### src/rtl/mem_bus_arbiter.sv
// Two-master arbiter for the shared memory bus. It grants one access per
// cycle, either round-robin or with fixed priority to m0. Read responses are
// routed back to the master that issued the read. A master can lock the bus
// for atomic sequences, but only for a bounded number of cycles.
module mem_bus_arbiter #(
   parameter int FIXED_PRIORITY  = 0,
   parameter int MAX_LOCK_CYCLES = 16
) (
   input  logic        clock,
   input  logic        reset,
   input  logic [31:0] m0_address,
   input  logic [31:0] m0_write_data,
   input  logic [3:0]  m0_byte_enable,
   input  logic        m0_read_enable,
   input  logic        m0_write_enable,
   input  logic        m0_lock,
   output logic        m0_ready,
   output logic [31:0] m0_read_data,
   output logic        m0_read_valid,
   input  logic [31:0] m1_address,
   input  logic [31:0] m1_write_data,
   input  logic [3:0]  m1_byte_enable,
   input  logic        m1_read_enable,
   input  logic        m1_write_enable,
   input  logic        m1_lock,
   output logic        m1_ready,
   output logic [31:0] m1_read_data,
   output logic        m1_read_valid,
   output logic [31:0] bus_address,
   output logic [31:0] bus_write_data,
   output logic [3:0]  bus_byte_enable,
   output logic        bus_read_enable,
   output logic        bus_write_enable,
   input  logic [31:0] bus_read_data
);

   typedef enum logic {UNLOCKED = 1'b0, LOCKED = 1'b1} lock_state_t;

   localparam logic [7:0] MAX_CNT = 8'(MAX_LOCK_CYCLES);

   lock_state_t state, state_nxt;
   logic [7:0]  lock_count, count_nxt, count_inc;
   logic        lock_owner, owner_nxt;
   logic        last_grant, last_nxt;
   // One-cycle flag after a forced unlock. While it is set, a tie is broken
   // by last_grant even under fixed priority, so the stalled master gets in.
   logic        post_lock, post_nxt;
   logic        rd_pending, rd_owner;

   logic req0, req1, grant0, grant1;
   logic any_grant, grant_sel, grant_lock, grant_read;

   // A write wins over a read when a master raises both enables.
   assign req0       = m0_read_enable | m0_write_enable;
   assign req1       = m1_read_enable | m1_write_enable;
   assign any_grant  = grant0 | grant1;
   assign grant_sel  = grant1;
   assign grant_lock = grant1 ? m1_lock : m0_lock;
   assign grant_read = grant1 ? (m1_read_enable & ~m1_write_enable)
                              : (grant0 & m0_read_enable & ~m0_write_enable);
   assign count_inc  = (lock_count >= MAX_CNT) ? MAX_CNT : lock_count + 8'd1;

   assign m0_ready      = grant0;
   assign m1_ready      = grant1;
   assign m0_read_data  = bus_read_data;
   assign m1_read_data  = bus_read_data;
   assign m0_read_valid = ~reset & rd_pending & ~rd_owner;
   assign m1_read_valid = ~reset & rd_pending & rd_owner;

   // Lock state, arbitration history and counters
   always_ff @(posedge clock) begin
      if (reset) begin
         state      <= UNLOCKED;
         lock_count <= 8'd0;
         lock_owner <= 1'b0;
         last_grant <= 1'b1;
         post_lock  <= 1'b0;
      end else begin
         state      <= state_nxt;
         lock_count <= count_nxt;
         lock_owner <= owner_nxt;
         last_grant <= last_nxt;
         post_lock  <= post_nxt;
      end
   end

   // Read response tracking: the owner of a granted read gets the strobe next cycle
   always_ff @(posedge clock) begin
      if (reset) begin
         rd_pending <= 1'b0;
         rd_owner   <= 1'b0;
      end else begin
         rd_pending <= grant_read;
         rd_owner   <= grant_sel;
      end
   end

   // Next-state logic for the lock FSM and the grant history
   always_comb begin
      state_nxt = state;
      count_nxt = lock_count;
      owner_nxt = lock_owner;
      post_nxt  = 1'b0;
      last_nxt  = any_grant ? grant_sel : last_grant;
      case (state)
         UNLOCKED: begin
            if (any_grant && grant_lock) begin
               if (MAX_CNT > 8'd1) begin
                  state_nxt = LOCKED;
                  owner_nxt = grant_sel;
                  count_nxt = 8'd1;
               end else begin
                  // A one-cycle budget is used up by this very grant.
                  post_nxt = 1'b1;
               end
            end
         end
         LOCKED: begin
            // Only the owner can hold a grant here.
            if (any_grant && !grant_lock) begin
               state_nxt = UNLOCKED;
               count_nxt = 8'd0;
            end else begin
               count_nxt = count_inc;
               if (count_inc >= MAX_CNT) begin
                  state_nxt = UNLOCKED;
                  post_nxt  = 1'b1;
                  last_nxt  = lock_owner;
               end
            end
         end
         default: state_nxt = UNLOCKED;
      endcase
   end

   // Grant selection and bus mux
   always_comb begin
      grant0           = 1'b0;
      grant1           = 1'b0;
      bus_address      = 32'd0;
      bus_write_data   = 32'd0;
      bus_byte_enable  = 4'd0;
      bus_read_enable  = 1'b0;
      bus_write_enable = 1'b0;
      if (!reset) begin
         if (state == LOCKED) begin
            grant0 = req0 & ~lock_owner;
            grant1 = req1 & lock_owner;
         end else if (req0 && req1) begin
            if (FIXED_PRIORITY != 0 && !post_lock) begin
               grant0 = 1'b1;
            end else begin
               grant0 = last_grant;
               grant1 = ~last_grant;
            end
         end else begin
            grant0 = req0;
            grant1 = req1;
         end
      end
      if (grant0) begin
         bus_address      = m0_address;
         bus_write_data   = m0_write_data;
         bus_byte_enable  = m0_byte_enable;
         bus_read_enable  = m0_read_enable & ~m0_write_enable;
         bus_write_enable = m0_write_enable;
      end else if (grant1) begin
         bus_address      = m1_address;
         bus_write_data   = m1_write_data;
         bus_byte_enable  = m1_byte_enable;
         bus_read_enable  = m1_read_enable & ~m1_write_enable;
         bus_write_enable = m1_write_enable;
      end
   end

endmodule
### config.mk
export PLATFORM = sky130hd
export DESIGN_NAME = mem_bus_arbiter
export DESIGN_NICKNAME = d
export VERILOG_FILES = /design/src/rtl/mem_bus_arbiter.sv
export SDC_FILE = /design/constraint.sdc
export NUM_CORES = 1
export LEC_CHECK = 0
export CAP_MARGIN = 10
export CORE_AREA = 2 2 123 125
export DETAILED_ROUTE_END_ITERATION = 6
export DIE_AREA = 0 0 125 127
export SLEW_MARGIN = 20
export SYNTH_ARGS = -nofsm -noshare
export SYNTH_HDL_FRONTEND = slang
export SYNTH_SLANG_ARGS = --single-unit
### constraint.sdc
create_clock -name clock -period 3.7 [get_ports clock]
set_clock_uncertainty 0.2 [all_clocks]
set_input_delay 0.555 -clock clock [delete_from_list [all_inputs] [get_ports clock]]
set_output_delay 0.555 -clock clock [all_outputs]
set_load 0.03 [all_outputs]
# Word-level counts from Yosys, hierarchy flattened
# Cells that the tools add are included.
# W data, S select, Z words.
# word_totals
register_bits	13
latch_bits	0
ramBits	0
mem_bits_ro	0
input_bits	176
out_inout_bits	138
elab_cells	64
n_memories	0
# op_classes
add_sub_neg	1
multipliers	0
n_div	0
magnitude_cmp	2
n_eq_ne	1
shifts	0
mux	30
bitwise_logic	19
reduce_logical	5
# op_table
operator	count
$mux W32	4
$mux W8	3
$mux W1	19
$ge A8 B5 Y1 const B	2
$pmux W8 S2	1
$and A1 B1 Y1	9
$add A8 B1 Y8 const B	1
$mux W4	2
$not A1 Y1	7
$logic_and A1 B1 Y1	3
$or A1 B1 Y1	3
$ne A2 B2 Y1 const B	1
$pmux W1 S2	1
$reduce_and A2 Y1	1
$logic_not A1 Y1	1

# Longest topological paths before layout
# Gate-level depths: netlist (run 1).
# logic_depth
ltp_word	10
ltp_mapped	7
ltp_nobuf	5

# Worst setup path after synthesis (run 1)
# OpenSTA, ideal clock, no wires.
# synth_path
path_kind	input-to-output
start	in m0_write_enable
end	out bus_address[0]
t_arrival_ns	2.144
t_required_ns	2.945
slack_ns	0.801
path_stages	6
path_buffers	3
cell_sequence	or2_1 > clkbuf_1 > a2111oi_4 > buf_2 > buf_6 > a22o_1
# synth_via
elab_chain_len	7
word_cells_on_any_way	11
cone_classes	8 x mux; 2 x bitwise; 1 x reduce/logical
# synth_rtl
element	line_no	rtl
from (decl)	15	input logic m0_write_enable,
$or A1 B1 Y1 (*)	54	assign req0 = m0_read_enable | m0_write_enable;
$logic_and A1 B1 Y1	149	end else if (req0 && req1) begin
$mux W1	149	
$mux W1	146	if (state == LOCKED) begin
$mux W1	145	if (!reset) begin
$mux W32	167	end else if (grant1) begin
$mux W32 (*)	161	if (grant0) begin
to (decl)	29	output logic [31:0] bus_address,
# Every way passes the cells marked *; elsewhere a longest branch is shown, timed or not.

# Worst setup path in the final report (run 1)
# layout_path
start	in m0_write_enable
end	out bus_read_enable
# layout_via
elab_chain_len	7
word_cells_on_any_way	13
cone_classes	8 x mux; 4 x bitwise; 1 x reduce/logical
# layout_rtl
element	line_no	rtl
$or A1 B1 Y1	54	
$logic_and A1 B1 Y1	149	
$mux W1	149	
$mux W1	146	
$mux W1	145	
$mux W1	167	
$mux W1 (*)	161	
to (decl)	32	output logic bus_read_enable,
# Marked as above.

==> results.toml, run 1 <==
[floorplanning]
rows = 44
start_util_pct = 13.0
die_h_um = 127
core-area_um2 = 14400
dieArea_um2 = 15900
die_width_um = 125
io_pins = 314

[min_path]
min_path_type = "reg2reg"
worst_hold_startpoint = "lock_count[6]"
min_to = "lock_count[6]"
hold_depth = 1

[synthesis]
synth_cells = 225
synth-edff-count = 0
yosys_warnings = 0
async_flop_share_pct = 0
avgSynthCellArea_um2 = 8.36
synth_area_um2 = 1880
synthDistinctLibCells = 38
synth_seq_cells = 13
synth_top_cell_area_share_pct = 32.6
synth_nets = 403
yosysSeqAreaShare_pct = 13.8
synth_ff_type = "dfxtp_1"
synth_area_leaders = "a22o_1 33%, buf_4 26%, dfxtp_1 14%"
yosys.area.top_type = "a22o_1"

[sta]
fin_crit_sh_pct = 94.2
final-hold-violation-count = 0
fin_crit_ns = 3.49
rsz0062_at_grt = "false"
worstMarginPinSlew_ns = 0.395
slew-limit-headroom_pct = 73.0
worst_slack_ns = 0.214
hold_ws_ns = 0.269
setup_viol = 0
finalMaxSlewViolations = 0
fmaxAchievable_ghz = 0.287
finalSetupTns_ns = 0

[critical_path]
crit_arrival_ns = 2.73
startpoint_type = "primary input"
reg2reg_from = "state"
required_ns = 2.94
crit_fanout = 5
rrSetupSlack_ns = 1.35
end_kind = "primary output"
timing.rr.end = "lock_count[2]"
ff2ff_path_depth = 5
critPathKind = "in2out"

[placement]
place_ws_ns = 0.235
port_buffers = 217
placed_area_um2 = 3700
dp_hpwl_um = 7130
place_congestion = 0.875

[drt]
firstDrtPassIters = 4
drtAntennaViolNets = 0
drc = 0
avgViaCountPerCell = 4.27
avgRoutedWirePerCell_um = 15.3
drt-total-wl_um = 8500
first_iter_violations = 76
dr_total_vias = 2369

[clock_network]
ctsHtreeMaxLevel = 1
root_buffer = "clkbuf_16"
clk_pin_slew_worst_paths_ns = 0.04
cts_setup_buffers = 0
cts_hold_buf = 0
cts_resized = 0
cts_max_path_buffers = 2
insertion_delay_ns = 0.24
cts_sinks = 13
cts_tree = "done"
cts_made_buffers = 3

[global_route]
antenna_found_initial = 0
grt_use_total_pct = 9.45
first_global_vias = 2354
grt_max_degree = 73
grt_overflow = 0
grt_pass1_wl_um = 12200

[pwr]
sequentialPowerShare_pct = 14.9
swShare_pct = 39.1
switchingPower_uw = 408
peakVddDrop_mv = 0.145
p_leak_uw = 0.00157
combPwrFrac_pct = 65.6
clkPwrFrac_pct = 19.5
power_density_nw_per_um2 = 276
internal-power_uw = 635

[layout]
final_cell_mix = "148 x clkdlybuf4s50_1, 70 x a22o_1, 66 x buf_4, 13 x dfxtp_1, 9 x buf_12"
post-route-util_pct = 26.2
stdcell_area_um2 = 3780
syn2layout_area_growth_pct = 101
drive_gt1_share_pct = 22.6
nets = 550
final_common_cell = "clkdlybuf4s50_1"
n_antenna_cell = 0

[status]
status = "complete, no violations"

[job]
cap_violations = 0
[flip-flops by register name, summed over array words and instances (netlist names)]
name	count
rd_pending	1
lock_count	8
lock_owner	1
rd_owner	1
state	1
last_grant	1
[per-layer routing]
| layer | global-route usage [%] | vias up | routed length (µm) |
|---|---|---|---|
| met3 | 3.10 | 27 | 1010 |
| li1 | - | 1093 | - |
| met2 | 17.6 | 188 | 4290 |
| met4 | 3.07 | 0 | 224 |
| met1 | 10.0 | 1061 | 2970 |
| met5 | 0 | - | 0 |
[per-stage QoR]
step	power, µW	std cells
after floorplan	625	225
after global placement	842	551
after detailed placement	846	551
after CTS	1060	555
after global routing	1100	555
final	1040	555
[worst max path at each step]
stage	start	endpoint	depth (start not counted)
floorplan	m0_write_enable	bus_address[0]	6
global placement	m0_write_enable	bus_read_enable	6
detailed placement	m0_write_enable	bus_read_enable	6
CTS	m0_write_enable	bus_read_enable	6
global route	m0_write_enable	bus_read_enable	6
finish	m0_write_enable	bus_read_enable	6
[critical path, cell delays in order]
cell and delay, ns:
clkdlybuf4s50_1 0.50, or2_1 0.34, a211oi_1 0.31, nand3b_1 0.14, a32oi_1 0.18, clkdlybuf4s50_1 0.70
[cell type report]
type	count	area, µm²
fill	1542	10600
sequential	13	260
clock inverter	1	5.00
clock buffer	3	75.1
multi-input combinational	124	1020
tap	184	230
timing repair buffer	223	2160
inverter	7	26.3
[logic make-up (layout without fill, tap and decap cells)]
kind of cell / Yosys count / in the layout / synth area share [%]
flops: 13 / 13 / 13.8
fa+ha+maj: 2 / 2 / 1.33
compound gates: 98 / 98 / 45.7
mux: 1 / 1 / 0.532
buf+inv: 88 / 234 / 31.8
simple gates: 23 / 23 / 6.85
[power by group through the flow]
| stage | logic, µW | registers, µW | clock network (µW) |
|---|---|---|---|
| 4_1_cts | 691 | 155 | 210 |
| 5_1_grt | 720 | 156 | 219 |
| 2_1_floorplan | 470 | 156 | 0 |
| 6_report | 684 | 155 | 204 |
| 3_5_place_dp | 689 | 158 | 0 |
| 3_3_place_gp | 685 | 158 | 0 |
[synth_stat cells, drive strengths merged, types with 2 or more instances]
cell,n
a2111oi,3
a211oi,3
a21oi,7
a221oi,3
a22o,70
a32oi,2
and2,3
buf,71
clkbuf,10
dfxtp,13
ha,2
inv,7
nand2,4
nand3,4
nor2b,3
or2,3
(Power assumes the default switching activity.)
==> inputs of run 2 (changes only) <==
Settings changed: ABC_AREA set to 1, CORE_AREA 2 2 123 125 to 2 2 122 124, DIE_AREA 0 0 125 127 to 0 0 124 126, SLEW_MARGIN 20 to 5.
==> run 2 against run 1 <==
  * Clock-buffer cell count rose by 1
  * Die area fell by 1.6%
  * Clock power rose by 2%
  * Setup slack improved by 0.29 ns
  * Power rose by 9.2%
  * Worst hold slack got worse by 0.029 ns
  * Combinational power rose by 13%
  * Sequential power barely moved
==> results.toml, run 2 <==
[status]
status = "complete, no violations"

[layout]
post-route-util_pct = 27.3
final_cells = 718
drive_gt1_share_pct = 19.5
stdcell_area_um2 = 3910
largest_register_ffs = 8
top_register = "lock_count"
syn2layout_area_growth_pct = 82.9
final_cell_mix = "222 x nand2_1, 147 x clkdlybuf4s50_1, 74 x buf_4, 13 x nand3_1, 13 x dfxtp_1"
n_antenna_cell = 0
nets = 713
final_common_cell = "nand2_1"

[synthesis]
yosys.area.top_type = "nand2_1"
synthDistinctLibCells = 26
avgSynthCellArea_um2 = 5.50
synth_seq_cells = 13
synth_area_leaders = "nand2_1 39%, buf_4 22%, dfxtp_1 12%"
async_flop_share_pct = 0
synth_commonest_cells = "222 x nand2_1, 64 x buf_4, 13 x dfxtp_1, 13 x nand3_1, 12 x buf_2"
synth_cells = 388
synth-edff-count = 0
synth_area_um2 = 2140
yosysSeqAreaShare_pct = 12.2
yosys_warnings = 0
synth_nets = 566
synth.most_common_cell = "nand2_1"
synth_top_cell_area_share_pct = 39.0
synth_ff_type = "dfxtp_1"

[sta]
final-hold-violation-count = 0
slew-limit-headroom_pct = 73.8
worstMarginPinSlew_ns = 0.394
rsz0062_at_grt = "false"
finalMaxSlewViolations = 0
fin_crit_ns = 3.20
hold_ws_ns = 0.240
finalSetupTns_ns = 0
fmaxAchievable_ghz = 0.313
setup_viol = 0
fin_crit_sh_pct = 86.5

[drt]
avgViaCountPerCell = 3.67
drt-total-wl_um = 8360
first_iter_violations = 51
dr_total_vias = 2633
drc = 0
firstDrtPassIters = 4
drtAntennaViolNets = 0
avgRoutedWirePerCell_um = 11.6

[global_route]
grt_pass1_wl_um = 12200
first_global_vias = 2524
grt_overflow = 0
antenna_found_initial = 0
grt_use_total_pct = 9.73
grt_max_degree = 41

[clock_network]
cts_hold_buf = 0
cts_resized = 0
clk_pin_slew_worst_paths_ns = 0.04
cts_made_buffers = 3
cts_tree = "done"
cts_sinks = 13
root_buffer = "clkbuf_16"
cts_setup_buffers = 0
cts_max_path_buffers = 2
ctsHtreeMaxLevel = 1
insertion_delay_ns = 0.25

[critical_path]
required_ns = 2.94
reg2reg_from = "state"
startpoint_type = "primary input"
worstPathCellList = "clkdlybuf4s50_1 -> inv_2 -> nand2_2 -> inv_2 -> nor2_8 -> nand2_4 -> o32ai_1 -> clkdlybuf4s50_1"
end_kind = "primary output"
ff2ff_path_depth = 11
timing.rr.end = "lock_count[0]"
critPathKind = "in2out"
worst_path_max_delay_cell = "clkdlybuf4s50_1"
crit_path_max_incr_delay_ns = 0.71
startpoint = "m1_write_enable"
crit_fanout = 9
crit_arrival_ns = 2.44
rrSetupSlack_ns = 2.00

[floorplanning]
die_width_um = 124
die_h_um = 126
start_util_pct = 14.9
rows = 44
core-area_um2 = 14300
dieArea_um2 = 15600
io_pins = 314

[placement]
port_buffers = 217
placed_area_um2 = 3830
dp_cells = 714
dp_hpwl_um = 6970
place_congestion = 0.719

[min_path]
min_path_type = "reg2reg"
worst_hold_startpoint = "lock_count[5]"
hold_depth = 2
min_to = "lock_count[5]"

[pwr]
p_leak_uw = 0.00195
power_density_nw_per_um2 = 291
peakVddDrop_mv = 0.177

[job]
cap_violations = 0
==> run 2: cell count changes after synthesis, moves of 8 or more <==
cell,change
a22o_1,-70
buf_2,+8
clkbuf_1,-10
inv_2,+8
nand2_1,+218
nand3_1,+9
==> run 2: worst max path at each step <==
stage	to	slack, ns
5_1_grt	bus_read_enable	0.39
2_1_floorplan	bus_read_enable	1.12
6_report	bus_read_enable	0.50
3_5_place_dp	bus_read_enable	0.51
4_1_cts	bus_read_enable	0.50
3_3_place_gp	bus_read_enable	0.50
==> run 2: power breakdown <==
group | switching [µW] | leakage, µW | internal (µW)
sequential | 6.04 | 0.000106 | 149
combinational | 443 | 0.00180 | 332
clock | 62.5 | 0.0000382 | 146
total | 512 | 0.00195 | 627
==> run 2: per-layer routing <==
metal  routed length [µm]  up-vias  track usage, %
met5                    0        -               0
met4                  325        0            4.03
met3                 1020       40            3.49
met2                 3740      129            15.9
met1                 3270     1065            11.5
li1                     -     1399               -
==> run 2: worst max-delay path: cells and delay by family <==
family,cells,cell delay (ns)
simple gates,3,0.31
buf+inv,4,1.33
compound gates,1,0.24
==> run 2: final cells by class <==
class | count | area, µm²
fillers | 1593 | 10400
repair buffers | 222 | 2050
multi-input cells | 276 | 1210
flip-flops and latches | 13 | 260
well taps | 184 | 230
clock buffers | 4 | 78.8
inverters | 19 | 76.3
==> run 2: kinds of logic after synthesis <==
| group | count (synthesis) | synth area share, % |
|---|---|---|
| AO/OA/AOI/OAI | 11 | 3.05 |
| AND/OR/NAND/NOR | 261 | 51.8 |
| XOR/XNOR | 2 | 0.820 |
| buffers and inverters | 99 | 31.0 |
| flip-flops | 13 | 12.2 |
| adder cells (fa/ha/maj) | 2 | 1.17 |
==> run 2: metrics by stage <==
step | power [µW] | setup slack [ns]
after detailed placement | 941 | 0.514
after CTS | 1150 | 0.498
final | 1140 | 0.501
after floorplan | 715 | 1.12
after global routing | 1220 | 0.387
after global placement | 941 | 0.500
==> inputs of run 3 (changes only) <==
Clock period 3.7 ns to 4 ns, I/O delays scaled along.
==> run 3 against run 2 <==
  * Setup slack improved by 0.22 ns
  * Sequential power fell by 8%
  * Clock power fell by 6%
  * Final area fell by 0.16%
  * Combinational power fell by 7.7%
  * Largest cell class unchanged
==> results.toml, run 3 (synthesis results as in run 2) <==
[pwr]
combPwrFrac_pct = 67.9
sequentialPowerShare_pct = 13.6
internal-power_uw = 577
swShare_pct = 45.3
power_density_nw_per_um2 = 270
p_leak_uw = 0.00194
peakVddDrop_mv = 0.194
switchingPower_uw = 477
clkPwrFrac_pct = 18.5

[clock_network]
cts_setup_buffers = 0
ctsHtreeMaxLevel = 1
cts_max_path_buffers = 2
cts_resized = 0
cts_made_buffers = 3
cts_hold_buf = 0
clk_pin_slew_worst_paths_ns = 0.05
insertion_delay_ns = 0.25
root_buffer = "clkbuf_16"
cts_tree = "done"
cts_sinks = 13

[layout]
final_cell_mix = "222 x nand2_1, 149 x clkdlybuf4s50_1, 73 x buf_4, 13 x nand3_1, 13 x dfxtp_1"
nets = 713
top_register = "lock_count"
largest_register_ffs = 8
n_antenna_cell = 0
syn2layout_area_growth_pct = 82.6
final_common_cell = "nand2_1"
drive_gt1_share_pct = 19.3

[floorplanning]
die_width_um = 124
io_pins = 314
rows = 44
dieArea_um2 = 15600
core-area_um2 = 14300
start_util_pct = 14.9
die_h_um = 126

[critical_path]
ff2ff_path_depth = 9
startpoint = "m1_write_enable"
required_ns = 3.20
critPathKind = "in2out"
worstPathCellList = "clkdlybuf4s50_1 -> inv_2 -> nand2_2 -> inv_2 -> nor2_8 -> nand2_4 -> o32ai_1 -> clkdlybuf4s50_1"
crit_path_max_incr_delay_ns = 0.71
reg2reg_from = "state"
end_kind = "primary output"
path_delay_family = "buffers and inverters"
startpoint_type = "primary input"
timing.rr.end = "lock_owner"
rrSetupSlack_ns = 2.22
critPathBufInv = 4
crit_arrival_ns = 2.48
crit_fanout = 9
worst_path_max_delay_cell = "clkdlybuf4s50_1"

[sta]
final-hold-violation-count = 0
finalMaxSlewViolations = 0
fin_crit_ns = 3.28
fmaxAchievable_ghz = 0.305
fin_crit_sh_pct = 82.0
worstMarginPinSlew_ns = 0.414
finalSetupTns_ns = 0
slew-limit-headroom_pct = 72.4
setup_viol = 0
rsz0062_at_grt = "false"
hold_ws_ns = 0.244

[placement]
place_congestion = 0.802
port_buffers = 217
dp_hpwl_um = 7190

[min_path]
hold_depth = 2
min_to = "lock_count[5]"
worst_hold_startpoint = "lock_count[5]"
min_path_type = "reg2reg"

[drt]
avgViaCountPerCell = 3.72
drtAntennaViolNets = 0
drt-total-wl_um = 8660
drc = 0
firstDrtPassIters = 4
dr_total_vias = 2668
avgRoutedWirePerCell_um = 12.1
first_iter_violations = 64

[status]
status = "complete, no violations"

[global_route]
grt_pass1_wl_um = 12300
first_global_vias = 2467
grt_use_met3_pct = 3.67
grt-busiest-layer = "met2"
met1_usage_pct = 11.4
grt_overflow = 0
antenna_found_initial = 1
grt_use_total_pct = 9.94
use_met2_pct = 16.6
grt_max_degree = 42

[job]
cap_violations = 0
run 3: metal layers:
layer,up-vias,share of wire (%)
met5,-,0.13
met4,2,3.8
met3,42,12
met2,133,45
met1,1092,39
li1,1399,-
run 3: worst max path at each step:
stage,to,cells after the start
floorplan,bus_read_enable,6
global placement,bus_read_enable,8
detailed placement,bus_read_enable,8
CTS,bus_read_enable,8
finish,bus_read_enable,8
global route,bus_address[7],12
run 3: worst register-to-register path, cell delays in order, from the launching register on:
cell,delay [ns]
dfxtp_1,0.35
inv_2,0.12
nand2_1,0.11
inv_2,0.04
nand3_2,0.09
nand2_4,0.11
inv_4,0.08
buf_4,0.31
nand4_1,0.15
a21oi_1,0.14
run 3: area by class of cell:
cell class | count | area, µm²
inverter | 19 | 76.3
sequential | 13 | 260
multi-input combinational | 276 | 1210
clock inverter | 1 | 5.00
fill | 1603 | 10400
timing repair buffer | 222 | 2040
tap | 184 | 230
clock buffer | 3 | 75.1
run 3: power by group through the flow:
| stage | clock, µW | sequential (µW) | combinational (µW) |
|---|---|---|---|
| CTS | 198 | 143 | 725 |
| global placement | 0 | 146 | 726 |
| finish | 195 | 143 | 715 |
| detailed placement | 0 | 146 | 723 |
| global route | 207 | 144 | 776 |
| floorplan | 0 | 145 | 517 |
run 3: through the flow:
stage	area (µm²)	util (%)	setup slack (ns)	std cells	total power, µW
detailed placement	3820	26.7	0.728	714	869
floorplan	2140	-	1.33	388	661
global placement	3820	26.7	0.709	714	871
CTS	3900	27.2	0.709	718	1070
global route	3900	27.2	0.560	718	1130
finish	3900	27.2	0.720	718	1050
